==> config.mk <==
export PLATFORM = sky130hd
export DESIGN_NAME = mem_stage
export DESIGN_NICKNAME = d
export VERILOG_FILES = /design/src/rtl/mem_stage.sv
export SDC_FILE = /design/constraint.sdc
export NUM_CORES = 1
export LEC_CHECK = 0
export CORE_AREA = 8 8 75 142
export CTS_CLUSTER_DIAMETER = 40
export DETAILED_ROUTE_END_ITERATION = 12
export DIE_AREA = 0 0 83 150
export PLACE_DENSITY = 0.76
export SYNTH_ARGS = -nofsm -noshare
export SYNTH_HDL_FRONTEND = slang
export SYNTH_SLANG_ARGS = --single-unit
==> constraint.sdc <==
create_clock -name clk -period 1.15 [get_ports clk]
set_input_delay 0.1725 -clock clk [delete_from_list [all_inputs] [get_ports clk]]
set_output_delay 0.1725 -clock clk [all_outputs]
set_load 0.03 [all_outputs]
==> src/rtl/mem_stage.sv <==
// Memory-access stage: unpacks EX/MEM, runs the data-memory handshake, resolves branches, registers MEM/WB.
// Optional wait-cycle timeout with sticky memError is enabled by defining MEM_STAGE_TIMEOUT_EN.
module mem_stage #(
  parameter int N       = 24,
  parameter int BW      = 16 + 2*N,
  parameter int WBW     = 5 + N,
  parameter int TIMEOUT = 15
) (
  input  logic           clk,
  input  logic           rst,
  input  logic           en,
  input  logic           flush,
  input  logic [BW-1:0]  bufferIn,
  output logic           memReq,
  output logic           memWe,
  output logic [N-1:0]   memAddr,
  output logic [N-1:0]   memWData,
  input  logic           memReady,
  input  logic [N-1:0]   memRData,
  output logic           stall,
  output logic           branchTaken,
  output logic [N-1:0]   branchTarget,
  output logic [N-1:0]   aluOut,
  output logic [WBW-1:0] wbOut,
  output logic           memError
);

  typedef enum logic {IDLE, WAIT} stateT;

  stateT state, nextState;

  logic [1:0]   opType;
  logic [3:0]   opCode;
  logic [N-1:0] aluResult;
  logic         zero, neg, branchFlag, memWrite, memToReg, regWrite;
  logic [3:0]   rc;
  logic [N-1:0] rd3;

  assign {opType, opCode, aluResult, zero, neg, branchFlag,
          memWrite, memToReg, regWrite, rc, rd3} = bufferIn;

  // opType is carried in the word but has no role in this stage.
  logic unusedOpType;
  assign unusedOpType = ^opType;

  logic         memOp, isLoad, ready, timeoutHit, condMet;
  logic [N-1:0] result;

  assign memOp  = memWrite | memToReg;
  assign isLoad = memToReg & ~memWrite;

`ifdef MEM_STAGE_TIMEOUT_EN
  localparam int CW = ($clog2(TIMEOUT + 1) > 4) ? $clog2(TIMEOUT + 1) : 4;

  logic [CW-1:0] waitCnt;
  logic          errorFlag;

  always_ff @(posedge clk) begin
    if (rst || state == IDLE) waitCnt <= '0;
    else                      waitCnt <= waitCnt + CW'(1);
  end

  // The request cycle counts as a wait cycle, so the WAIT count fires one early.
  assign timeoutHit = (state == WAIT) && !memReady && (waitCnt == CW'(TIMEOUT - 1));

  always_ff @(posedge clk) begin
    if (rst)             errorFlag <= 1'b0;
    else if (timeoutHit) errorFlag <= 1'b1;
  end

  assign memError = errorFlag;
`else
  localparam int unusedTimeout = TIMEOUT;
  assign timeoutHit = 1'b0;
  assign memError   = 1'b0;
`endif

  assign ready = memReady | timeoutHit;

  always_ff @(posedge clk) begin
    if (rst) state <= IDLE;
    else     state <= nextState;
  end

  always_comb begin
    nextState = state;
    memReq    = 1'b0;
    case (state)
      IDLE: begin
        memReq = memOp & en & ~rst;
        if (memReq && !memReady) nextState = WAIT;
      end
      WAIT: begin
        memReq = ~rst;
        if (ready) nextState = IDLE;
      end
      default: nextState = IDLE;
    endcase
  end

  assign memWe    = memReq & memWrite;
  assign memAddr  = aluResult;
  assign memWData = rd3;
  assign stall    = memReq & ~ready;

  always_comb begin
    condMet = 1'b0;
    case (opCode)
      4'd0:    condMet = 1'b1;
      4'd1:    condMet = zero;
      4'd2:    condMet = ~zero;
      4'd3:    condMet = neg;
      4'd4:    condMet = ~neg & ~zero;
      default: condMet = 1'b0;
    endcase
  end

  assign branchTaken  = branchFlag & condMet & en & ~stall & ~rst;
  assign branchTarget = aluResult;
  assign aluOut       = aluResult;

  assign result = timeoutHit ? '0 : (isLoad ? memRData : aluResult);

  // Stores never write back; stalled or flushed cycles leave a bubble.
  always_ff @(posedge clk) begin
    if (rst) begin
      wbOut <= '0;
    end else if (en) begin
      if (stall || flush) wbOut <= '0;
      else                wbOut <= {regWrite & ~memWrite, rc, result};
    end
  end

endmodule

==> flow_summary.yaml, run 1 <==
global_route:
  grt_first_pass_wirelength_um: 11100
  pin_count_of_the_biggest_net_entering_global_routing: 30
  grt_pass1_vias: 2186
  track_usage_pct: 11.0
  initial_antenna_violation_count: 0
  gr-total-overflow: 0
critical_path:
  regToRegStartpoint: "state"
  worstSetupPathType: "input pin to output pin"
  critPathLaunch: "bufferIn[59]"
  critical_path.startpoint_type: "input pin"
  crit_fanout: 3
  crit_path_end_kind: "output pin"
  worst-r2r-setup-slack_ns: -0.22
  worst_r2r_path_depth: 6
  cp.arrival_ns: 1.23
  data_required_time_of_the_critical_path_ns: 0.98
  regToRegEndpoint: "wbOut[15]"
  endpoint: "branchTaken"
run_status:
  status: "finished, violations left"
  violations: "setup timing"
logic_synthesis:
  synthTopCellsByArea: "buf_4 (30%), dfxtp_1 (25%), o31ai_2 (10%)"
  synthesis.instances: 249
  synth_area_per_cell_um2: 9.64
  synth_largest_area_cell: "buf_4"
  postSynth.asyncResetShare_pct: 0
  synthDistinctLibCells: 30
  synth_sequential_area_ratio_pct: 25.0
  synth_fp_nets: 342
  synth.cell_area_mm2: 0.00240
  synthDominantCellAreaShare_pct: 30.3
  post-synth-top-count-cell: "buf_4"
  synth.top_cells.by_count: "buf_4 (97), dfxtp_1 (30), mux2i_1 (24), o31ai_2 (20), or3b_2 (20)"
  yosys_most_used_dff: "dfxtp_1"
  synth_seq_cells: 30
  synth_edf_count: 0
  yosysWarningCount: 0
clock_network:
  cts_buffers: 5
  clock_latency_ns: 0.27
  numClockSinks: 30
  ctsHtreeMaxLevel: 2
  hold_buffer_count_at_cts: 0
  root_buffer: "clkbuf_16"
  tritoncts: "yes"
  clockBufferDepth: 2
die:
  placementRows: 49
  io-pin-count: 223
  floorplan.initialDensity_pct: 27.0
  coreArea_mm2: 0.00889
  fp.dieArea_mm2: 0.0125
  die_h_um: 150
  die_w_um: 83
detailed_routing:
  top_signal_layer_used: "met4"
  viasPerCell: 4.55
  postRouteAntennaNets: 0
  route.vias.total: 2000
  route.met3.wl_um: 673
  drt_pass1_iterations: 3
  drt-wirelength-per-cell_um: 17.6
  met2_length_um: 4160
  dr.first_iter.drc_count: 32
  remaining_drc_errors: 0
  drt-total-wl_um: 7740
  met1Wirelength_um: 2590
finish:
  insertedDiodeCount: 0
  layout.area.seq_um2: 602
  fraction_of_layout_instances_using_a_drive_strength_above_1_pct: 56.2
  finalNonFillerCells: 440
  layout.nets: 430
  multiInputGateArea_mm2: 0.00107
  area_growth_syn_to_layout_pct: 54.5
  fillCellCount: 871
run:
  drv_cap: 0
placement:
  dpl.cell_count: 429
  dp.final_hpwl_um: 6220
  globalplace.congestion: 0.679
  place.port_buffers: 171
sta:
  final_min_period_over_clock_period_pct: 122
  setup_total_negative_slack_ns: -5.43
  finalMaxSlewViolations: 0
  max_freq_mhz: 713
  report.final.setup_viol: 29
  finalCriticalPeriod_ns: 1.40
  hold_violations: 0
  worst_clock_skew_ns: 0.00303
  grt_setup_unrepaired: "yes"
  fin_ws_ns: -0.252
power:
  peak_supply_drop_mv: 0.434
  power-per-cell-area_mw_per_mm2: 995
  power_leakage_nw: 1.68
  design_power_total_mw: 3.69
worst_hold_path:
  timing.hold.worst.class: "input pin to output pin"
==> critical path, cell delays in order <==
cell,delay [ns]
dlygate4sd2_1,0.26
or4_4,0.50
a21oi_4,0.16
buf_6,0.14
==> layout make-up <==
type | count | share of cell area [%]
clock buffers | 7 | 3.85
clock inverters | 1 | 0.135
inverters | 2 | 0.202
multi-input cells | 105 | 28.8
flip-flops and latches | 30 | 16.2
well taps | 102 | 3.44
repair buffers | 193 | 47.3
==> registers in the layout (all words and copies together) (netlist names) <==
name / cells
wbOut: 29
state: 1
==> metal layers <==
metal / up-vias / track usage, %
met5: - / 0
met4: 0 / 7.17
met3: 37 / 4.52
met2: 105 / 19.8
met1: 917 / 9.93
li1: 941 / -
==> through the flow <==
stage | cell area [µm²] | utilization, % | hold slack [ns] | setup WS [ns]
global placement | 3400 | 38.3 | 0.345 | -0.546
finish | 3710 | 41.7 | 0.345 | -0.252
CTS | 3610 | 40.6 | 0.345 | -0.290
floorplan | 2450 | - | 0.317 | -0.0133
detailed placement | 3400 | 38.3 | 0.345 | -0.609
global route | 3710 | 41.7 | 0.345 | -0.295
==> cell usage in the layout (no fill, tap or decap), drive strengths merged, types with 4 or more instances in the layout <==
cell type / count
mux2i: 24
nand2b: 5
dlygate4sd2: 4
dfxtp: 30
a21oi: 6
clkdlybuf4s50: 57
o31ai: 24
buf: 126
or3b: 24
o211ai: 4
clkbuf: 9
==> report_power, final <==
group	switching, mW	internal (mW)
sequential	0.0164	1.08
combinational	0.702	0.590
clock	0.452	0.857
total	1.17	2.52
==> logic make-up (layout without fill, tap and decap cells) <==
| kind of cell | Yosys count | after routing | synth area share [%] |
|---|---|---|---|
| other | 1 | 1 | 0.156 |
| buffers and inverters | 114 | 203 | 35.6 |
| DFF | 30 | 30 | 25.0 |
| muxes | 24 | 24 | 10.0 |
| AOI/OAI and AO/OA | 40 | 40 | 16.2 |
| and+or+nand+nor | 40 | 40 | 13.0 |
==> repair_timing <==
item,CTS,global route
buffers inserted,2,1
pin swaps,6,9
cloned,0,2
gates resized for setup,22,10
endpoints found under the setup margin,33,36
==> how the worst min path moves through the flow <==
stage                 start            to  slack (ns)  depth (start not counted)
2_1_floorplan  bufferIn[28]     wbOut[28]        0.32                          2
3_3_place_gp    bufferIn[1]   memWData[1]        0.35                          0
3_5_place_dp    bufferIn[1]   memWData[1]        0.35                          0
4_1_cts         bufferIn[1]   memWData[1]        0.35                          0
5_1_grt        bufferIn[10]  memWData[10]        0.35                          0
6_report       bufferIn[10]  memWData[10]        0.35                          0
Note: power is estimated with default switching activity, not from simulation.
==> run 2, diff against run 1 <==
CORE_AREA = 8 8 102 104   (was 8 8 75 142)
DIE_AREA = 0 0 110 112   (was 0 0 83 150)
PLACE_DENSITY = 0.77   (was 0.76)
RECOVER_POWER = 100   (was not set)
==> flow_summary.yaml, run 2 (same netlist as run 1, synthesis figures left out) <==
power:
  combPwrFrac_pct: 38.9
  power.sequential.fraction_pct: 33.8
  peak_supply_drop_mv: 0.366
  switching_share_pct: 34.9
  p_sw_mw: 1.12
  power_leakage_nw: 1.65
  power.share.clock_pct: 27.3
  cell_internal_pwr_mw: 2.10
  power-per-cell-area_mw_per_mm2: 901
clock_network:
  clock_latency_ns: 0.27
  clk_pin_slew_worst_paths_ns: 0.07
  clockBufferDepth: 2
  cts_buffers: 5
  hold_buffer_count_at_cts: 0
  numClockSinks: 30
  root_buffer: "clkbuf_8"
  ctsHtreeMaxLevel: 2
  tritoncts: "yes"
finish:
  reg.largest.list: "wbOut x29, state x1"
  area_growth_syn_to_layout_pct: 49.0
  layout.cells.most_common_list: "clkbuf_2 (80), clkdlybuf4s50_1 (57), dfxtp_1 (29)"
  max_flop_register: "wbOut"
  layout.nets: 442
  insertedDiodeCount: 0
  fraction_of_layout_instances_using_a_drive_strength_above_1_pct: 57.7
  max_reg_flops: 29
  finalNonFillerCells: 461
  postLayoutCoreUtil_pct: 40.2
  layout_commonest_cell: "clkbuf_2"
critical_path:
  crit_buf_inv: 2
  regToRegEndpoint: "wbOut[16]"
  worstSetupPathType: "input pin to output pin"
  regToRegStartpoint: "state"
  critPathLaunch: "bufferIn[58]"
  critical_path.startpoint_type: "input pin"
  worst_r2r_path_depth: 7
  data_required_time_of_the_critical_path_ns: 0.98
  critPathTopFamily: "compound AO/OA/AOI/OAI gates"
  slowest_cell_delay_on_critical_path_ns: 0.35
  crit_fanout: 3
  crit_path_cell_trace: "dlygate4sd2_1 > nor2b_1 > a221o_1 > a21oi_4 > buf_6"
  crit_path_end_kind: "output pin"
  worst_path_max_delay_cell: "a221o_1"
  worst-r2r-setup-slack_ns: -0.21
  cp.arrival_ns: 1.21
sta:
  max_freq_mhz: 723
  finalMaxSlewViolations: 0
  grt_setup_unrepaired: "yes"
  report.final.setup_viol: 30
  final_min_period_over_clock_period_pct: 120
  finalCriticalPeriod_ns: 1.38
  worst_clock_skew_ns: 0.00509
  hold_violations: 0
  fin_ws_ns: -0.233
worst_hold_path:
  hp-start: "rst"
  timing.hold.worst.class: "input pin to register"
  hold_depth: 3
  worstHoldEndpoint: "wbOut[22]"
placement:
  dpl.cell_count: 443
  placement.setup.worst_slack_ns: -0.533
  dp.final_hpwl_um: 5880
  place.port_buffers: 171
  globalplace.congestion: 0.696
detailed_routing:
  dr.first_iter.drc_count: 46
  drt-wirelength-per-cell_um: 16.5
  postRouteAntennaNets: 0
  route.vias.total: 2043
  viasPerCell: 4.43
  drt_pass1_iterations: 5
  remaining_drc_errors: 0
  drt-total-wl_um: 7610
run:
  drv_cap: 0
global_route:
  pin_count_of_the_biggest_net_entering_global_routing: 28
  grt_pass1_vias: 2189
  grt_first_pass_wirelength_um: 11500
  initial_antenna_violation_count: 0
  track_usage_pct: 11.8
  gr-total-overflow: 0
die:
  coreArea_mm2: 0.00889
  floorplan.initialDensity_pct: 27.0
  io-pin-count: 223
  placementRows: 35
  die_h_um: 112
  fp.dieArea_mm2: 0.0123
  die_w_um: 110
run_status:
  status: "finished, violations left"
  violations: "setup timing"
## run 2: changes by cell type in the layout (fill, tap and decap cells not counted), sizes merged
cell	delta
clkbuf	+81
buf	-69
dlygate4sd2	+2
clkdlybuf4s15	-1
dlymetal6s2s	-1
## run 2: stage by stage
stage	area [µm²]	total power, mW	setup TNS (ns)	hold slack [ns]
after floorplan	2450	2.07	-0.0141	0.317
after global placement	3410	2.34	-13.58	0.345
after detailed placement	3410	2.36	-14.64	0.345
after CTS	3790	3.37	-5.00	0.294
after global routing	3580	3.39	-7.14	0.297
final	3580	3.22	-4.88	0.303
## run 2: final cells by class
| class | instances | area [µm²] |
|---|---|---|
| Inverter | 2 | 7.51 |
| Tap cell | 111 | 139 |
| Clock inverter | 1 | 5.00 |
| Timing Repair Buffer | 205 | 1630 |
| Clock buffer | 7 | 86.3 |
| Multi-Input combinational cell | 105 | 1110 |
| Fill cell | 902 | 5310 |
| Sequential cell | 30 | 602 |
## run 2: how the worst max path moves through the flow
stage	end	slack, ns	depth (start not counted)
floorplan	stall	-0.01	3
global placement	branchTaken	-0.50	4
detailed placement	branchTaken	-0.53	4
CTS	branchTaken	-0.25	4
global route	branchTaken	-0.31	4
finish	branchTaken	-0.23	5
## run 2: worst register-to-register path, cell delays in order (launching register included)
cell and delay [ns]:
dfxtp_2 0.33, nor3_4 0.14, buf_4 0.15, buf_6 0.09, o21ai_4 0.07, buf_6 0.14
buf_12 0.14, o31ai_4 0.21
## run 2: what timing repair did
item                                    CTS  global route
gates resized for setup                  44             1
cloned                                    3             0
pin swaps                                20             3
setup buffers                             8             1
endpoints found under the setup margin   30            33
## run 2: power by group through the flow
stage                     clock network [mW]  registers [mW]  logic [mW]
after CTS                              0.926            1.09        1.35
after floorplan                            0            1.18       0.896
after detailed placement                   0            1.11        1.24
after global routing                   0.971            1.09        1.32
after global placement                     0            1.11        1.23
final                                  0.879            1.09        1.25
## run 2: metal layers
metal / GRT usage [%] / vias to the layer above / share of wire [%]
met1: 11.5 / 937 / 34
met4: 3.87 / 0 / 1.5
met5: 0 / - / 0
met3: 3.99 / 12 / 9.0
li1: - / 979 / -
met2: 22.2 / 115 / 55
==> run 3, diff against run 2 <==
CAP_MARGIN = 40   (was not set)
CORE_AREA = 8 8 97 99   (was 8 8 102 104)
DIE_AREA = 0 0 105 107   (was 0 0 110 112)
PLACE_DENSITY = 0.81   (was 0.77)
clock period = 1.4 ns   (was 1.15 ns; I/O delays follow)
==> flow_summary.yaml, run 3 (same netlist as run 1, synthesis figures left out) <==
power:
  combPwrFrac_pct: 36.4
  p_sw_uw: 844
  switching_share_pct: 34.9
  power.share.clock_pct: 26.7
  power-per-cell-area_mw_per_mm2: 766
  peak_supply_drop_mv: 0.390
  cell_internal_pwr_mw: 1.58
  design_power_total_mw: 2.42
  power_leakage_nw: 1.43
  power.sequential.fraction_pct: 36.9
global_route:
  grt_pass1_vias: 2173
  pin_count_of_the_biggest_net_entering_global_routing: 27
  gr-total-overflow: 0
  initial_antenna_violation_count: 0
  track_usage_pct: 11.6
  grt_first_pass_wirelength_um: 10800
die:
  die_h_um: 107
  die_w_um: 105
  placementRows: 33
  fp.dieArea_mm2: 0.0112
  floorplan.initialDensity_pct: 30.3
  io-pin-count: 223
  coreArea_mm2: 0.00793
clock_network:
  hold_buffer_count_at_cts: 0
  numClockSinks: 30
  tritoncts: "yes"
  cts_buffers: 5
  clockBufferDepth: 2
  ctsHtreeMaxLevel: 2
  clock_latency_ns: 0.27
  clk_pin_slew_worst_paths_ns: 0.06
  root_buffer: "clkbuf_8"
finish:
  insertedDiodeCount: 0
  reg.largest.list: "wbOut x29, state x1"
  max_reg_flops: 29
  layout.nets: 429
  max_flop_register: "wbOut"
  layout_commonest_cell: "clkbuf_1"
  multiInputGateArea_um2: 905
  layout.area.seq_um2: 602
  area_growth_syn_to_layout_pct: 31.8
  layout.cells.most_common_list: "clkbuf_1 (54), clkdlybuf4s50_1 (53), dlygate4sd2_1 (33)"
  fillCellCount: 844
  fraction_of_layout_instances_using_a_drive_strength_above_1_pct: 25.9
detailed_routing:
  dr.first_iter.drc_count: 42
  postRouteAntennaNets: 0
  drt-total-wl_um: 6890
  route.vias.total: 1947
  viasPerCell: 4.41
  drt_pass1_iterations: 4
  remaining_drc_errors: 0
  drt-wirelength-per-cell_um: 15.6
placement:
  place.port_buffers: 171
  dp.final_hpwl_um: 5840
  globalplace.congestion: 0.734
sta:
  hold_violations: 0
  finalCriticalPeriod_ns: 1.39
  report.final.setup_viol: 0
  final_min_period_over_clock_period_pct: 99.4
  finalMaxSlewViolations: 0
  holdWs_ns: 0.332
  grt_setup_unrepaired: "yes"
  max_freq_mhz: 718
  setup_total_negative_slack_ns: 0
  worst_clock_skew_ns: 0.00268
run_status:
  status: "finished clean"
critical_path:
  crit_path_cell_trace: "clkdlybuf4s15_2 > or4_4 > a21oi_2 > buf_6"
  cp.arrival_ns: 1.18
  data_required_time_of_the_critical_path_ns: 1.19
  worstSetupPathType: "input pin to output pin"
  crit_path_end_kind: "output pin"
  slowest_cell_delay_on_critical_path_ns: 0.48
  crit_fanout: 3
  worst_path_max_delay_cell: "or4_4"
  critical_path.startpoint_type: "input pin"
worst_hold_path:
  timing.hold.worst.class: "input pin to register"
run:
  drv_cap: 0
[run 3: cell types whose count changed in the layout (fill, tap and decap cells not counted), moves of 6 or more]
cell,previous run,this run
o31ai_1,2,18
clkbuf_1,1,54
clkbuf_2,80,18
buf_6,9,3
o31ai_4,9,0
dlygate4sd2_1,6,33
buf_2,13,4
buf_4,26,17
o31ai_2,13,6
[run 3: timing repair]
| item | in CTS | in global routing |
|---|---|---|
| endpoints found under the setup margin | 33 | 3 |
| hold endpoints to repair | 0 | 0 |
| pin swaps | 4 | 3 |
| setup buffers | 0 | 0 |
| gates resized for setup | 52 | 1 |
[run 3: critical path: cells and delay by family]
family	cells	cell delay, ns
AND/OR/NAND/NOR	1	0.48
buffers and inverters	2	0.34
AO/OA/AOI/OAI	1	0.15
[run 3: per-layer routing]
metal | GRT usage, % | part of all wire, % | vias up
met3 | 7.08 | 13 | 7
met4 | 2.65 | 0.52 | 0
met2 | 20.9 | 50 | 109
met1 | 11.0 | 36 | 891
li1 | - | - | 940
met5 | 0 | 0 | -
[run 3: cell type report]
class / count / share of cell area, %
clock buffers: 7 / 2.41
inverters: 2 / 0.237
multi-input cells: 105 / 28.6
flip-flops and latches: 30 / 19.0
well taps: 105 / 4.15
repair buffers: 192 / 45.6
[run 3: metrics by stage]
step	instance area [µm²]	setup WS, ns	util [%]	std cells
detailed placement	3470	-0.319	43.8	434
global route	3160	-0.0391	39.9	441
global placement	3470	-0.313	43.8	434
CTS	3510	-0.0138	44.3	441
floorplan	2410	-0.0526	-	249
finish	3160	0.00794	39.9	441
[run 3: power by group through the flow]
stage               registers (mW)  logic [mW]  clock network (mW)
floorplan                    0.965       0.726                   0
global placement             0.912        1.02                   0
detailed placement           0.913        1.03                   0
CTS                          0.894        1.01               0.684
global route                 0.896       0.940               0.719
finish                       0.894       0.882               0.646
[run 3: worst paths after layout]
kind	depth (start not counted)	from	endpoint	slack [ns]
worst min-delay path	2	rst	wbOut[26]	0.33
worst min register to register	2	wbOut[27]	wbOut[27]	0.46
worst max-delay path	4	bufferIn[58]	branchTaken	0.008
worst max register to register	5	state	wbOut[15]	0.10
==> edit 1 (config.mk and constraints of run 3) <==
The option `MEM_STAGE_TIMEOUT_EN` is turned on by a define.
--- a/src/rtl/mem_stage.sv
+++ b/src/rtl/mem_stage.sv
@@ -1,5 +1,7 @@
 // Memory-access stage: unpacks EX/MEM, runs the data-memory handshake, resolves branches, registers MEM/WB.
 // Optional wait-cycle timeout with sticky memError is enabled by defining MEM_STAGE_TIMEOUT_EN.
+`define MEM_STAGE_TIMEOUT_EN
+
 module mem_stage #(
   parameter int N       = 24,
   parameter int BW      = 16 + 2*N,
Formal check against the unedited RTL: no difference found for any inputs over 10 cycles, from zero or initial values and one cycle with rst high; that may be too few to reach the edited logic, so the function may still have changed.
==> edit 1 against run 3 <==
  * The run now ends with negative setup slack left
  * Largest cell class unchanged
  * Routed wire length increased by 3.1%
  * Sequential cell count grew 5
  * Total power grew 7.5%
  * Largest power group unchanged
  * Final area up 1.2%
  * Die area is the same
  * First-iteration DRC count decreased by 7.1%
  * Combinational power fell by 2.9%
  * Critical path type is now reg2out
  * Worst setup slack got worse by 0.49 ns
  * Critical path depth increased by 3
  * Synthesized area down 8.2%
  * Core utilization increased by 0.49 points
  * Sequential power is 16% higher
==> edit 1: results (changes against run 3) <==
Parameter                              Value

Layout
  Count of plain and timing-repair buffers ... 195 (+1.6%)
  Regs by FF count ... wbOut x29, waitCnt x4
  Portion of the layout cell area used by clock cells ... 0.0254 (+0.00127)
  Layout filler cell count ... 868 (+2.8%)
  Share of cells above drive strength 1 ... 0.248 (-0.0111)
  Multi-input gate area ... 739 um^2 (-18%)
  Logic inverters ... 5 (+3)
  Multi-input combinational cell count ... 108 (+2.9%)
  Number of nets in the finished design ... 445 (+3.7%)
  Signal buffers share of area ... 0.476 (+0.0207)
  Flip-flop and latch share of the layout cell area ... 0.219 (+0.0290)

Status
  Outcome ... finished with violations
  Failing checks ... negative setup slack

Place
  Final weighted congestion in routability-driven placement ... 0.791 (+7.7%)
  Count of buffers from port buffering ... 172 (+0.58%)
  Instance area after placement ... 3350 um^2 (-3.5%)
  HPWL after detailed placement ... 6050 um (+3.6%)

Critical path
  Cell family with most CP delay ... compound AO/OA/AOI/OAI gates
  Worst Path Arrival ... 1.68 ns (+0.50 ns)
  Cell count of the worst reg-to-reg path ... 7 (+2)
  Reg-to-Reg Start ... waitCnt[0]
  Slowest cell on crit path ... sky130_fd_sc_hd__a2111o_2
  Setup slack on the worst flop-to-flop path ... -0.30 ns (-0.40 ns)
  Critical Path Fanout Max ... 2 (-1)
  Reg-to-reg critical path endpoint ... wbOut[24]

STA
  Setup-failing EPs final ... 10 (+10)
  Clock tree skew after final layout ... 0.00438 ns (+0.00170 ns)
  Worst setup margin ... -0.485 ns (-0.493 ns)

Route
  Vias per cell ... 4.28 (-3.1%)
  Mean routed wirelength per cell ... 15.6 um (-0.32%)
  Starting DRT DRC Count ... 39 (-7.1%)

Power and ir drop
  Largest vdd supply drop ... 0.346 mV (-11%)
  Net switching fraction of the power ... 0.335 (-0.0134)
  Comb group ... 856 uW (-2.9%)
  Leakage Power ... 0.00155 uW (+8.6%)
  Seq pwr ... 1040 uW (+16%)
  Overall Power ... 2600 uW (+7.5%)
  Power density normalized to cell area ... 813 nW/um^2 (+6.2%)

Hold path
  Hold Path Sink ... memWData[0]
  Number of cells on the worst hold path ... 0 (-2)
  Launch instance of the worst min-delay path ... bufferIn[0]
  Worst min-delay path class ... in2out

Logic synthesis
  Net count of the mapped netlist ... 347 (+1.5%)
  Number of synthesized register bits ... 35 (+17%)
  Sequential fraction of the synthesis area ... 0.318 (+0.0679)
  Area fraction in compound gates after synthesis ... 0.103 (-0.0587)
  Xor-xnor portion of the synthesized cell area ... 0.00795 (+0.00795)
  Synth unique cells ... 31 (+3.3%)
  Top post-synthesis cells by area ... sky130_fd_sc_hd__buf_4 33%, sky130_fd_sc_hd__dfxtp_1 32%, sky130_fd_sc_hd__mux2i_1 11%, sky130_fd_sc_hd__nand2_1 4.4%, sky130_fd_sc_hd__o21ai_0 3.4%
  Fraction of synthesized area in multiplexers ... 0.109 (+0.00899)
  Area of the mapped netlist ... 2200 um^2 (-8.2%)

GRT
  Met2 capacity usage during global routing ... 0.223 (+0.0136)
  Overall track demand over capacity in global routing ... 0.121 (+0.00479)
  Vias in the first global route ... 2131 (-1.9%)
  Largest net degree at the start of global routing ... 17 (-37%)
edit 1: changes by cell type in the layout (fill, tap and decap cells not counted), moves of 5 or more:
cell	delta
sky130_fd_sc_hd__o31ai_1	-18
sky130_fd_sc_hd__or3b_2	-20
sky130_fd_sc_hd__clkbuf_1	-22
sky130_fd_sc_hd__o21ai_1	+6
sky130_fd_sc_hd__nand2_1	+24
sky130_fd_sc_hd__dfxtp_1	+5
sky130_fd_sc_hd__o31ai_2	-6
sky130_fd_sc_hd__clkbuf_2	+21
sky130_fd_sc_hd__o21ai_0	+19
edit 1: timing repair:
item	in CTS	in global routing
resized for setup	44	1
buffers inserted	2	0
pin swaps	1	1
setup endpoints to repair	39	9
edit 1: kinds of logic after synthesis:
kind of cell,Yosys count
xor gates and xnor gates,2
muxes,24
and+or+nand+nor,43
AOI/OAI and AO/OA,37
adders and majority gates,2
buffers and inverters,109
DFF,35
edit 1: through the flow:
stage / TNS (ns) / cells / setup slack (ns)
after detailed placement: -9.24 / 446 / -0.855
after global placement: -7.58 / 446 / -0.810
after floorplan: -0.369 / 252 / -0.0840
after global routing: -4.47 / 456 / -0.544
final: -2.30 / 456 / -0.485
after CTS: -2.33 / 456 / -0.499
edit 1: routing by layer:
metal | wire length, um | share of wire
met1 | 2570 | 0.36
met2 | 3620 | 0.51
met3 | 828 | 0.12
met4 | 87 | 0.012
met5 | 0 | 0
edit 1: worst max-delay path by stage:
stage	startpoint	to	slack [ns]	cells past startpoint
2_1_floorplan	waitCnt[0]	branchTaken	-0.08	5
3_3_place_gp	bufferIn[30]	branchTaken	-0.81	5
3_5_place_dp	en	branchTaken	-0.86	5
4_1_cts	waitCnt[0]	stall	-0.50	7
5_1_grt	waitCnt[0]	stall	-0.54	7
6_report	waitCnt[0]	stall	-0.49	7
==> edit 2 (settings of run 3) <==
Without the edit above. The parameter `N` goes from 24 to 12.
--- a/src/rtl/mem_stage.sv
+++ b/src/rtl/mem_stage.sv
@@ -1,7 +1,7 @@
 // Memory-access stage: unpacks EX/MEM, runs the data-memory handshake, resolves branches, registers MEM/WB.
 // Optional wait-cycle timeout with sticky memError is enabled by defining MEM_STAGE_TIMEOUT_EN.
 module mem_stage #(
-  parameter int N       = 24,
+  parameter int N       = 12,
   parameter int BW      = 16 + 2*N,
   parameter int WBW     = 5 + N,
   parameter int TIMEOUT = 15
Interface: changed (7 resized); port bits go from 223 to 127. No check against the original RTL was run, so the function may have changed too.
==> edit 2 against run 3 <==
  * The flow now finishes with violations (negative setup slack)
  * Global-route usage is 3.5 points lower
  * Worst setup slack worse by 0.18 ns
  * Final area is 35% lower
  * Clock skew is 0.0043 ns higher
  * Synthesized area is 45% lower
  * Count of clock-buffer cells in the layout is 3 lower
  * Total power is 37% lower
  * Sequential cell count is 12 lower
  * Sequential power is 40% lower
  * Synthesized cell count is 43% lower
  * First-iteration DRC count is 19% higher
  * Via count is 36% lower
  * Register-to-register slack worse by 0.04 ns
  * Routed wire length is 30% lower
  * Critical path type unchanged
==> edit 2: results (changes against run 3) <==
Parameter                              Value

Layout
  Portion of the layout cell area used by clock cells ... 0.0267 (+0.00259)
  Multi-input gate area ... 602 um^2 (-33%)
  Layout filler cell count ... 881 (+4.4%)
  Multi-input combinational cell count ... 68 (-35%)
  Signal buffers share of area ... 0.440 (-0.0155)
  Clk_buf instances ... 4 (-3)
  Logic inverters ... 1 (-1)
  Count of plain and timing-repair buffers ... 120 (-38%)
  Share of cells above drive strength 1 ... 0.284 (+0.0254)
  Regs by FF count ... wbOut x17, state x1
  Combined flip-flop and latch cell area ... 362 um^2 (-40%)
  Number of nets in the finished design ... 269 (-37%)

Logic synthesis
  Commonest cells in the netlist ... 50 x sky130_fd_sc_hd__buf_4, 18 x sky130_fd_sc_hd__dfxtp_1, 12 x sky130_fd_sc_hd__mux2i_1, 12 x sky130_fd_sc_hd__o31ai_1, 12 x sky130_fd_sc_hd__or3b_2
  Fraction of synthesized area in multiplexers ... 0.0910 (-0.00911)
  Sequential fraction of the synthesis area ... 0.273 (+0.0227)
  Number of cells produced by synthesis ... 143 (-43%)
  Number of synthesized register bits ... 18 (-40%)
  Top post-synthesis cells by area ... sky130_fd_sc_hd__buf_4 28%, sky130_fd_sc_hd__dfxtp_1 27%, sky130_fd_sc_hd__mux2i_1 9.1%, sky130_fd_sc_hd__or3b_2 8.0%, sky130_fd_sc_hd__o31ai_1 6.8%

Critical path
  Reg-to-reg critical path endpoint ... wbOut[13]
  Worst Path Arrival ... 1.36 ns (+0.18 ns)
  Reg-to-Reg Start ... state
  Setup slack on the worst flop-to-flop path ... 0.06 ns (-0.04 ns)

Hold path
  Worst min-delay path class ... in2out
  Hold Path Sink ... memWData[1]
  Number of cells on the worst hold path ... 0 (-2)

Place
  HPWL after detailed placement ... 3910 um (-33%)
  Instance area after placement ... 2080 um^2 (-40%)
  Count of buffers from port buffering ... 99 (-42%)
  Count of placed standard cells including taps ... 305 (-30%)

GRT
  Wire length of the first global-routing pass ... 7370 um (-31%)
  Vias in the first global route ... 1384 (-36%)
  Overall track demand over capacity in global routing ... 0.0812 (-0.0345)
  Largest net degree at the start of global routing ... 26 (-3.7%)

Clocking
  Inserted Clock Buffers ... 3 (-2)
  H-tree levels ... 1 (-1)

STA
  Total Negative Setup Slacks ... -0.200 ns (-0.200 ns)
  Setup-failing EPs final ... 2 (+2)
  Final hold slack ... 0.420 ns (+0.0882 ns)
  Clock tree skew after final layout ... 0.00694 ns (+0.00425 ns)
  Worst setup margin ... -0.172 ns (-0.180 ns)

Route
  Mean routed wirelength per cell ... 15.2 um (-2.9%)
  Number of optimization iterations in the first detailed-route pass ... 4 (unchanged)
  Starting DRT DRC Count ... 50 (+19%)
  Vias after detailed routing ... 1252 (-36%)
  Vias per cell ... 3.96 (-10%)

Power and ir drop
  Largest vdd supply drop ... 0.263 mV (-33%)
  Leakage Power ... 0.000900 uW (-37%)

Status
  Failing checks ... negative setup slack
  Outcome ... finished with violations
-- edit 2: cell count changes in the layout (fill, tap and decap cells not counted), sizes merged, moves of 12 or more --
cell           before  now
mux2i              24   12
dlygate4sd2        33   20
dfxtp              30   18
o31ai              24   12
or3b               24   12
clkbuf             78   46
clkdlybuf4s50      53   33
-- edit 2: through the flow --
stage | power [uW] | utilization
2_1_floorplan | 952 | -
3_3_place_gp | 1140 | 0.262
3_5_place_dp | 1140 | 0.262
4_1_cts | 1610 | 0.275
5_1_grt | 1620 | 0.260
6_report | 1530 | 0.260
-- edit 2: how the worst max path moves through the flow --
stage                       end  slack, ns  cells past startpoint
finish              branchTaken      -0.17                      4
CTS                 branchTaken      -0.20                      4
global placement    branchTaken      -0.37                      5
floorplan                 memWe      -0.10                      3
detailed placement  branchTaken      -0.47                      4
global route        branchTaken      -0.20                      4
-- edit 2: worst max-delay path, cell delays in order --
cell                            delay [ns]
sky130_fd_sc_hd__dlygate4sd2_1        0.26
sky130_fd_sc_hd__or4_4                0.43
sky130_fd_sc_hd__a211oi_2             0.26
sky130_fd_sc_hd__buf_4                0.20
-- edit 2: layer usage --
metal / track usage / wire (um) / vias up
met5: 0 / 0 / -
met4: 0.0377 / 68 / 0
met3: 0.0288 / 513 / 4
met2: 0.137 / 2320 / 82
met1: 0.0903 / 1900 / 570
li1: - / - / 596
-- edit 2: what timing repair did --
action	in CTS	in global routing
resized for setup	48	7
setup endpoints to repair	33	9
pin swaps	6	3
buffers inserted	5	2
-- edit 2: power breakdown --
group	total (uW)	internal (uW)	switching (uW)
clock network	445	250	194
registers	537	529	7.36
logic	551	235	317
total	1530	1010	518
